**config.mk**
```make
export PLATFORM = sky130hd
export DESIGN_NAME = mem_lsu_flat
export DESIGN_NICKNAME = d
export VERILOG_FILES = /design/src/rtl/core_pkg.sv /design/src/rtl/mem_lsu_if.sv /design/src/rtl/lsu_align.sv /design/src/rtl/mem_lsu.sv /design/src/flat_wrapper.sv
export SDC_FILE = /design/constraint.sdc
export NUM_CORES = 1
export LEC_CHECK = 0
export CAP_MARGIN = 20
export CORE_ASPECT_RATIO = 0.6
export CORE_UTILIZATION = 51
export DETAILED_ROUTE_END_ITERATION = 12
export PLACE_DENSITY = 0.87
export REMOVE_ABC_BUFFERS = 1
export SLEW_MARGIN = 20
export SYNTH_ARGS = -nofsm -noshare
export SYNTH_HDL_FRONTEND = slang
export SYNTH_SLANG_ARGS = --single-unit
export TNS_END_PERCENT = 20
```
**constraint.sdc**
```tcl
create_clock -name clk -period 11.19 [get_ports clk]
set_input_delay 1.6785 -clock clk [delete_from_list [all_inputs] [get_ports clk]]
set_output_delay 1.6785 -clock clk [all_outputs]
set_load 0.02 [all_outputs]
```
**src/rtl/core_pkg.sv**
```systemverilog
// Shared load/store definitions: RV32 size/sign codes, LSU FSM states and the
// access legality rule applied when an op is accepted.
package core_pkg;

    localparam int XLEN = 32;

    localparam logic [2:0] F3_B  = 3'b000;
    localparam logic [2:0] F3_H  = 3'b001;
    localparam logic [2:0] F3_W  = 3'b010;
    localparam logic [2:0] F3_BU = 3'b100;
    localparam logic [2:0] F3_HU = 3'b101;

    typedef enum logic [1:0] {
        LSU_IDLE,
        LSU_REQ,
        LSU_WAIT,
        LSU_RESP
    } lsu_state_e;

    // Unknown size codes and unsigned store codes are rejected like misaligned ops.
    function automatic logic access_illegal(input logic       is_store,
                                            input logic [2:0] funct3,
                                            input logic [1:0] ea_lo);
        logic bad;
        case (funct3)
            F3_B, F3_BU: bad = 1'b0;
            F3_H, F3_HU: bad = ea_lo[0];
            F3_W:        bad = (ea_lo != 2'b00);
            default:     bad = 1'b1;
        endcase
        return bad || (is_store && funct3[2]);
    endfunction

endpackage

```
**src/rtl/mem_lsu_if.sv**
```systemverilog
// Bundle of the LSU's three handshakes: execute request, data memory port and
// writeback completion. The LSU takes the slave view, its environment the master view.
interface mem_lsu_if;
    import core_pkg::*;

    logic            req_valid;
    logic            req_ready;
    logic            req_store;
    logic [2:0]      req_funct3;
    logic [XLEN-1:0] req_base;
    logic [XLEN-1:0] req_imm;
    logic [XLEN-1:0] req_wdata;
    logic [4:0]      req_rd;

    logic            mem_req;
    logic            mem_we;
    logic [XLEN-1:0] mem_addr;
    logic [XLEN-1:0] mem_wdata;
    logic [3:0]      mem_wstrb;
    logic            mem_gnt;
    logic            mem_rvalid;
    logic [XLEN-1:0] mem_rdata;

    logic            resp_valid;
    logic            resp_ready;
    logic [XLEN-1:0] resp_rdata;
    logic [4:0]      resp_rd;
    logic            resp_load;
    logic            resp_err;

    modport slave (
        input  req_valid, req_store, req_funct3, req_base, req_imm, req_wdata, req_rd,
        output req_ready,
        output mem_req, mem_we, mem_addr, mem_wdata, mem_wstrb,
        input  mem_gnt, mem_rvalid, mem_rdata,
        output resp_valid, resp_rdata, resp_rd, resp_load, resp_err,
        input  resp_ready
    );

    modport master (
        output req_valid, req_store, req_funct3, req_base, req_imm, req_wdata, req_rd,
        input  req_ready,
        input  mem_req, mem_we, mem_addr, mem_wdata, mem_wstrb,
        output mem_gnt, mem_rvalid, mem_rdata,
        input  resp_valid, resp_rdata, resp_rd, resp_load, resp_err,
        output resp_ready
    );

endinterface

```
**src/rtl/lsu_align.sv**
```systemverilog
// Byte-lane steering for the LSU: store strobes/replication and load lane
// select with sign or zero extension. Purely combinational.
module lsu_align
    import core_pkg::*;
(
    input  logic [2:0]      funct3,
    input  logic [1:0]      ea_lo,
    input  logic [XLEN-1:0] st_data,
    input  logic [XLEN-1:0] ld_word,
    output logic [3:0]      wstrb,
    output logic [XLEN-1:0] wdata,
    output logic [XLEN-1:0] ld_data
);

    logic [XLEN-1:0]   ld_shift;
    logic signed [7:0]  ld_byte;
    logic signed [15:0] ld_half;

    always_comb begin
        wstrb = 4'b0000;
        wdata = st_data;
        case (funct3[1:0])
            2'b00: begin
                wstrb = 4'b0001 << ea_lo;
                wdata = {4{st_data[7:0]}};
            end
            2'b01: begin
                wstrb = 4'b0011 << ea_lo;
                wdata = {2{st_data[15:0]}};
            end
            2'b10: wstrb = 4'b1111;
            default: ;
        endcase
    end

    // Bring the addressed lane down to bit 0 before extending.
    assign ld_shift = ld_word >> {ea_lo, 3'b000};
    assign ld_byte  = ld_shift[7:0];
    assign ld_half  = ld_shift[15:0];

    always_comb begin
        case (funct3)
            F3_B:    ld_data = XLEN'(ld_byte);
            F3_H:    ld_data = XLEN'(ld_half);
            F3_W:    ld_data = ld_shift;
            F3_BU:   ld_data = XLEN'($unsigned(ld_byte));
            F3_HU:   ld_data = XLEN'($unsigned(ld_half));
            default: ld_data = '0;
        endcase
    end

endmodule

```
**src/rtl/mem_lsu.sv**
```systemverilog
// Single-outstanding load/store unit: latches one op, issues a word-aligned
// memory request, waits for grant/read data with a timeout, returns a completion.
module mem_lsu
    import core_pkg::*;
#(
    parameter int TIMEOUT = 255
) (
    input logic      clk,
    input logic      rst,
    mem_lsu_if.slave bus
);

    localparam int CNT_W = (TIMEOUT > 1) ? $clog2(TIMEOUT) : 1;
    localparam logic [CNT_W-1:0] CNT_LAST = CNT_W'((TIMEOUT > 0) ? TIMEOUT - 1 : 0);

    lsu_state_e      state, state_nxt;
    logic            op_store;
    logic [2:0]      op_f3;
    logic [XLEN-1:0] op_ea;
    logic [XLEN-1:0] op_wdata;
    logic [4:0]      op_rd;
    logic [XLEN-1:0] rdata_q;
    logic            err_q;
    logic [CNT_W-1:0] cnt;

    logic [XLEN-1:0] req_ea;
    logic            req_bad;
    logic            abort;
    logic            in_req;
    logic            in_resp;
    logic [3:0]      al_wstrb;
    logic [XLEN-1:0] al_wdata;
    logic [XLEN-1:0] al_ldata;

    assign req_ea  = bus.req_base + bus.req_imm;
    assign req_bad = access_illegal(bus.req_store, bus.req_funct3, req_ea[1:0]);
    assign in_req  = (state == LSU_REQ);
    assign in_resp = (state == LSU_RESP);

    // A grant or read data arriving in the final counted cycle still wins over the abort.
    assign abort = (TIMEOUT != 0) && (cnt == CNT_LAST) &&
                   ((in_req && !bus.mem_gnt) || (state == LSU_WAIT && !bus.mem_rvalid));

    lsu_align u_align (
        .funct3  (op_f3),
        .ea_lo   (op_ea[1:0]),
        .st_data (op_wdata),
        .ld_word (bus.mem_rdata),
        .wstrb   (al_wstrb),
        .wdata   (al_wdata),
        .ld_data (al_ldata)
    );

    always_ff @(posedge clk or posedge rst) begin
        if (rst) state <= LSU_IDLE;
        else     state <= state_nxt;
    end

    always_comb begin
        state_nxt = state;
        case (state)
            LSU_IDLE: if (bus.req_valid) state_nxt = req_bad ? LSU_RESP : LSU_REQ;
            LSU_REQ: begin
                if (bus.mem_gnt)  state_nxt = op_store ? LSU_RESP : LSU_WAIT;
                else if (abort)   state_nxt = LSU_RESP;
            end
            LSU_WAIT: if (bus.mem_rvalid || abort) state_nxt = LSU_RESP;
            LSU_RESP: if (bus.resp_ready) state_nxt = LSU_IDLE;
            default:  state_nxt = LSU_IDLE;
        endcase
    end

    always_ff @(posedge clk or posedge rst) begin
        if (rst) begin
            op_store <= 1'b0;
            op_f3    <= '0;
            op_ea    <= '0;
            op_wdata <= '0;
            op_rd    <= '0;
            rdata_q  <= '0;
            err_q    <= 1'b0;
            cnt      <= '0;
        end else begin
            case (state)
                LSU_IDLE: if (bus.req_valid) begin
                    op_store <= bus.req_store;
                    op_f3    <= bus.req_funct3;
                    op_ea    <= req_ea;
                    op_wdata <= bus.req_wdata;
                    op_rd    <= bus.req_rd;
                    rdata_q  <= '0;
                    err_q    <= req_bad;
                    cnt      <= '0;
                end
                LSU_REQ, LSU_WAIT: begin
                    if (TIMEOUT != 0) cnt <= cnt + 1'b1;
                    if (abort)                                    err_q   <= 1'b1;
                    else if (state == LSU_WAIT && bus.mem_rvalid) rdata_q <= al_ldata;
                end
                default: ;
            endcase
        end
    end

    always_comb begin
        bus.req_ready  = (state == LSU_IDLE);
        bus.mem_req    = in_req;
        bus.mem_we     = in_req && op_store;
        bus.mem_addr   = in_req ? {op_ea[XLEN-1:2], 2'b00} : '0;
        bus.mem_wstrb  = (in_req && op_store) ? al_wstrb : 4'b0000;
        bus.mem_wdata  = (in_req && op_store) ? al_wdata : '0;
        bus.resp_valid = in_resp;
        bus.resp_rdata = in_resp ? rdata_q : '0;
        bus.resp_rd    = in_resp ? op_rd : '0;
        bus.resp_load  = in_resp && !op_store;
        bus.resp_err   = in_resp && err_q;
    end

endmodule

```
**src/flat_wrapper.sv**
```systemverilog
// flat-port wrapper written by rule: the top's interface ports become plain ports
module mem_lsu_flat import core_pkg::*;
#(
    parameter int TIMEOUT = 255
)
  (clk, rst, bus_req_valid, bus_req_store, bus_req_funct3, bus_req_base, bus_req_imm, bus_req_wdata, bus_req_rd, bus_req_ready, bus_mem_req, bus_mem_we, bus_mem_addr, bus_mem_wdata, bus_mem_wstrb, bus_mem_gnt, bus_mem_rvalid, bus_mem_rdata, bus_resp_valid, bus_resp_rdata, bus_resp_rd, bus_resp_load, bus_resp_err, bus_resp_ready);
  mem_lsu_if bus_i ();
  input logic clk;
  input logic rst;
  input wire logic [$bits(bus_i.req_valid)-1:0] bus_req_valid;
  input wire logic [$bits(bus_i.req_store)-1:0] bus_req_store;
  input wire logic [$bits(bus_i.req_funct3)-1:0] bus_req_funct3;
  input wire logic [$bits(bus_i.req_base)-1:0] bus_req_base;
  input wire logic [$bits(bus_i.req_imm)-1:0] bus_req_imm;
  input wire logic [$bits(bus_i.req_wdata)-1:0] bus_req_wdata;
  input wire logic [$bits(bus_i.req_rd)-1:0] bus_req_rd;
  output wire logic [$bits(bus_i.req_ready)-1:0] bus_req_ready;
  output wire logic [$bits(bus_i.mem_req)-1:0] bus_mem_req;
  output wire logic [$bits(bus_i.mem_we)-1:0] bus_mem_we;
  output wire logic [$bits(bus_i.mem_addr)-1:0] bus_mem_addr;
  output wire logic [$bits(bus_i.mem_wdata)-1:0] bus_mem_wdata;
  output wire logic [$bits(bus_i.mem_wstrb)-1:0] bus_mem_wstrb;
  input wire logic [$bits(bus_i.mem_gnt)-1:0] bus_mem_gnt;
  input wire logic [$bits(bus_i.mem_rvalid)-1:0] bus_mem_rvalid;
  input wire logic [$bits(bus_i.mem_rdata)-1:0] bus_mem_rdata;
  output wire logic [$bits(bus_i.resp_valid)-1:0] bus_resp_valid;
  output wire logic [$bits(bus_i.resp_rdata)-1:0] bus_resp_rdata;
  output wire logic [$bits(bus_i.resp_rd)-1:0] bus_resp_rd;
  output wire logic [$bits(bus_i.resp_load)-1:0] bus_resp_load;
  output wire logic [$bits(bus_i.resp_err)-1:0] bus_resp_err;
  input wire logic [$bits(bus_i.resp_ready)-1:0] bus_resp_ready;
  assign bus_i.req_valid = bus_req_valid;
  assign bus_i.req_store = bus_req_store;
  assign bus_i.req_funct3 = bus_req_funct3;
  assign bus_i.req_base = bus_req_base;
  assign bus_i.req_imm = bus_req_imm;
  assign bus_i.req_wdata = bus_req_wdata;
  assign bus_i.req_rd = bus_req_rd;
  assign bus_req_ready = bus_i.req_ready;
  assign bus_mem_req = bus_i.mem_req;
  assign bus_mem_we = bus_i.mem_we;
  assign bus_mem_addr = bus_i.mem_addr;
  assign bus_mem_wdata = bus_i.mem_wdata;
  assign bus_mem_wstrb = bus_i.mem_wstrb;
  assign bus_i.mem_gnt = bus_mem_gnt;
  assign bus_i.mem_rvalid = bus_mem_rvalid;
  assign bus_i.mem_rdata = bus_mem_rdata;
  assign bus_resp_valid = bus_i.resp_valid;
  assign bus_resp_rdata = bus_i.resp_rdata;
  assign bus_resp_rd = bus_i.resp_rd;
  assign bus_resp_load = bus_i.resp_load;
  assign bus_resp_err = bus_i.resp_err;
  assign bus_i.resp_ready = bus_resp_ready;
  mem_lsu #(.TIMEOUT(TIMEOUT)) u_core (.clk(clk), .rst(rst), .bus(bus_i));
endmodule
```
==> flow_metrics.tcl <==
set metrics [dict create \
    drc 0 \
    synth_edf_count 0 \
    grt_overflow 0 \
    syn_area_per_cell_um2 7.843 \
    ys_warn_count 0 \
    cts_made_buffers 17 \
    fin_nets 1406 \
    clock_sinks 116 \
    vdd_drop_max_uv 165.6 \
    timing.critical_path.required_ns 9.51 \
    fill_cells 1104 \
    max_stage_delay_ns 0.73 \
    synth-seq-cells 116 \
    path_buf_inv 1 \
    synthCells 1011 \
    cts_hold_buf 0 \
    finalSetupViolations 0 \
    maxSlewViolCount 0 \
    critPathArrivalTime_ns 2.93 \
    synth_ff_type "dfrtp_1" \
    synth_top_area_share 0.3661 \
    vias 8307 \
    antenna_cells 0 \
    grt_pass1_wl_um 40700 \
    hold_path_end "u_core.op_ea[10]" \
    worst_pin_slew_ns 1.074 \
    fin_crit_ns 4.610 \
    synth_top_area_cell "dfrtp_1" \
    cts-root-buf "clkbuf_16" \
    r2r_start "u_core.state[1]" \
    top_usage_layer "met2" \
    worstSetupPathType "reg -> out" \
    cts_resized 0 \
    antenna_found_initial 1 \
    fmax_mhz 216.9 \
    fin_ws_ns 6.580 \
    reg2reg_setup_slack_ns 8.29 \
    die_x_um 163.0 \
    register_area_um2 2904 \
    cts_tree "done" \
    clk_pin_slew_worst_paths_ns 0.06 \
    hold_class "reg -> reg" \
    met3_usage 0.07534 \
    grt_max_degree 104 \
    cap_violations 0 \
    finalPower_w 0.002597 \
    final_hold_viol_count 0 \
    r2r-end "u_core.rdata_q[14]" \
    grt_usage 0.3237 \
    clkLatencyLatePin_ns 0.42 \
    die_area_um2 16070 \
    core_um2 14850 \
    multiInputGateArea_um2 4705 \
    async_reset_ff_frac 1.000 \
    wl_per_cell_um 17.92 \
    yosys-top-cells-count "nand2_1, dfrtp_1, a21oi_1, o21ai_0, and2_1" \
    worstSetupStartpointType "flop" \
    htree_levels 4 \
    cp_slowest_cell "nand2_1" \
    clock_path_buffers 2 \
    crit_fanout 29 \
    drive_gt1_frac 0.05250 \
    powerDensity_nw_per_um2 232.8 \
    drt.antenna.violating_nets 0 \
    place_congestion 0.9132 \
    max_slew_margin 0.2838 \
    synth_area_um2 7929 \
    place_ws_ns 6.688 \
    critPathCaptureType "output pin" \
    use_met1 0.4693 \
    fin_setup_tns_ns 0 \
    wl_um 25740 \
    status "completed" \
    drtIter0Drc 875 \
    holdCritStartpoint "u_core.op_ea[10]" \
    grtUsageMet2 0.4831 \
    cpLargestDelayFamily "simple AND/OR/NAND/NOR gates" \
    period_share 0.4120 \
    clock-skew-final_ns 0.01134 \
    row_count 34 \
    ys_seq_area_frac 0.3661 \
    min_path_cells 2 \
    chipHeight_um 98.58 \
    drt-pass1-iter-count 7 \
    worst_r2r_path_depth 10 \
    synthDistinctLibCells 58 \
    synth_most_common_cell "nand2_1" \
    io_pins 254 \
    start_util 0.5340 \
    synth.area.top_cells "dfrtp_1, nand2_1, and2_1" \
    p_leak_nw 4.851 \
    area_growth_pct 40.68 \
    rsz0062_at_grt "false" \
    via_per_inst 5.785 \
    post_cts_buffers 0 \
    portBuffers 251 \
    path_cells "nand2_1 > a211oi_1 > clkdlybuf4s50_1" \
    grt_pass1_vias 7604 \
    hpwl_um 18460 \
]
[routing by layer]
metal	vias up	wire length (µm)
met4	0	524
li1	3884	-
met1	3940	11510
met5	-	0
met3	54	2381
met2	429	11320
[report_power, final]
| group | internal, W | leakage [nW] | switching, W |
|---|---|---|---|
| logic | 0.000508 | 3.06 | 0.000770 |
| registers | 0.000586 | 1.48 | 0.000133 |
| clock network | 0.000383 | 0.309 | 0.000218 |
| total | 0.00148 | 4.85 | 0.00112 |
[logic make-up (layout without fill, tap and decap cells)]
kind of cell	count (synthesis)	in the layout	share of synthesized area
simple gates	451	451	0.2615
compound gates	255	255	0.1894
flops	116	116	0.3661
buf+inv	86	312	0.04308
mux	42	42	0.05429
fa+ha+maj	38	38	0.06091
xor+xnor	22	22	0.02430
other cells	1	2	0.0004730
[stage by stage]
step	hold WS, ns	util	std cells	area (µm²)
CTS	0.4725	0.7500	1435	11130
floorplan	0.4374	-	947	7670
global placement	0.4520	0.7068	1403	10490
global route	0.4923	0.7513	1436	11150
finish	0.4710	0.7513	1436	11150
detailed placement	0.4596	0.7068	1403	10490
[worst min-delay path, delay by kind of cell, from the launching register on]
kind / cells / cell delay, ns
AOI/OAI and AO/OA: 1 / 0.06
and+or+nand+nor: 1 / 0.05
DFF: 1 / 0.33
[how the worst max path moves through the flow]
| stage | start | endpoint | slack [ns] | depth (start not counted) |
|---|---|---|---|---|
| after global placement | bus_req_imm[0] | u_core.op_ea[22] | 6.77 | 11 |
| after CTS | u_core.op_ea[1] | bus_mem_wstrb[2] | 6.46 | 5 |
| after detailed placement | bus_req_valid | u_core.rdata_q[9] | 6.69 | 8 |
| after floorplan | rst | u_core.cnt[0] | 6.44 | 1 |
| after global routing | u_core.state[1] | bus_mem_wdata[11] | 6.40 | 5 |
| final | u_core.op_store | bus_mem_wstrb[1] | 6.58 | 3 |
[placed cells by master, fill, tap and decap left out, types with 5 or more instances in the layout]
cell and count:
clkdlybuf4s50_1 251, nand2_1 234, dfrtp_1 115, a21oi_1 93
o21ai_0 92, and2_1 74, nor2_1 65, ha_1 36
mux2i_1 34, inv_1 20, clkbuf_16 17, nand4_1 14
nand3_1 13, xnor2_1 12, a21o_1 11, xor2_1 10
o21ai_1 9, and3_1 9, nor2b_1 8, mux2_2 8
a211oi_1 7, or3_1 7, nor3_1 7, buf_4 7
o21a_1 6, nand2b_1 5, clkinv_4 5
[area by class of cell]
cell class              count  share of cell area
clock inverters            13             0.01772
flip-flops and latches    116              0.2603
clock buffers              19             0.03971
multi-input cells         810              0.4218
inverters                  21            0.007291
well taps                 198             0.02221
repair buffers            259              0.2310
[sequential cells by signal (all words and copies together) (netlist names), 2 cells and up]
name	flops
u_core.rdata_q	32
u_core.op_ea	32
u_core.op_f3	3
u_core.cnt	8
u_core.op_rd	5
u_core.op_wdata	32
u_core.state	2
Note: power is estimated with default switching activity, not from simulation.
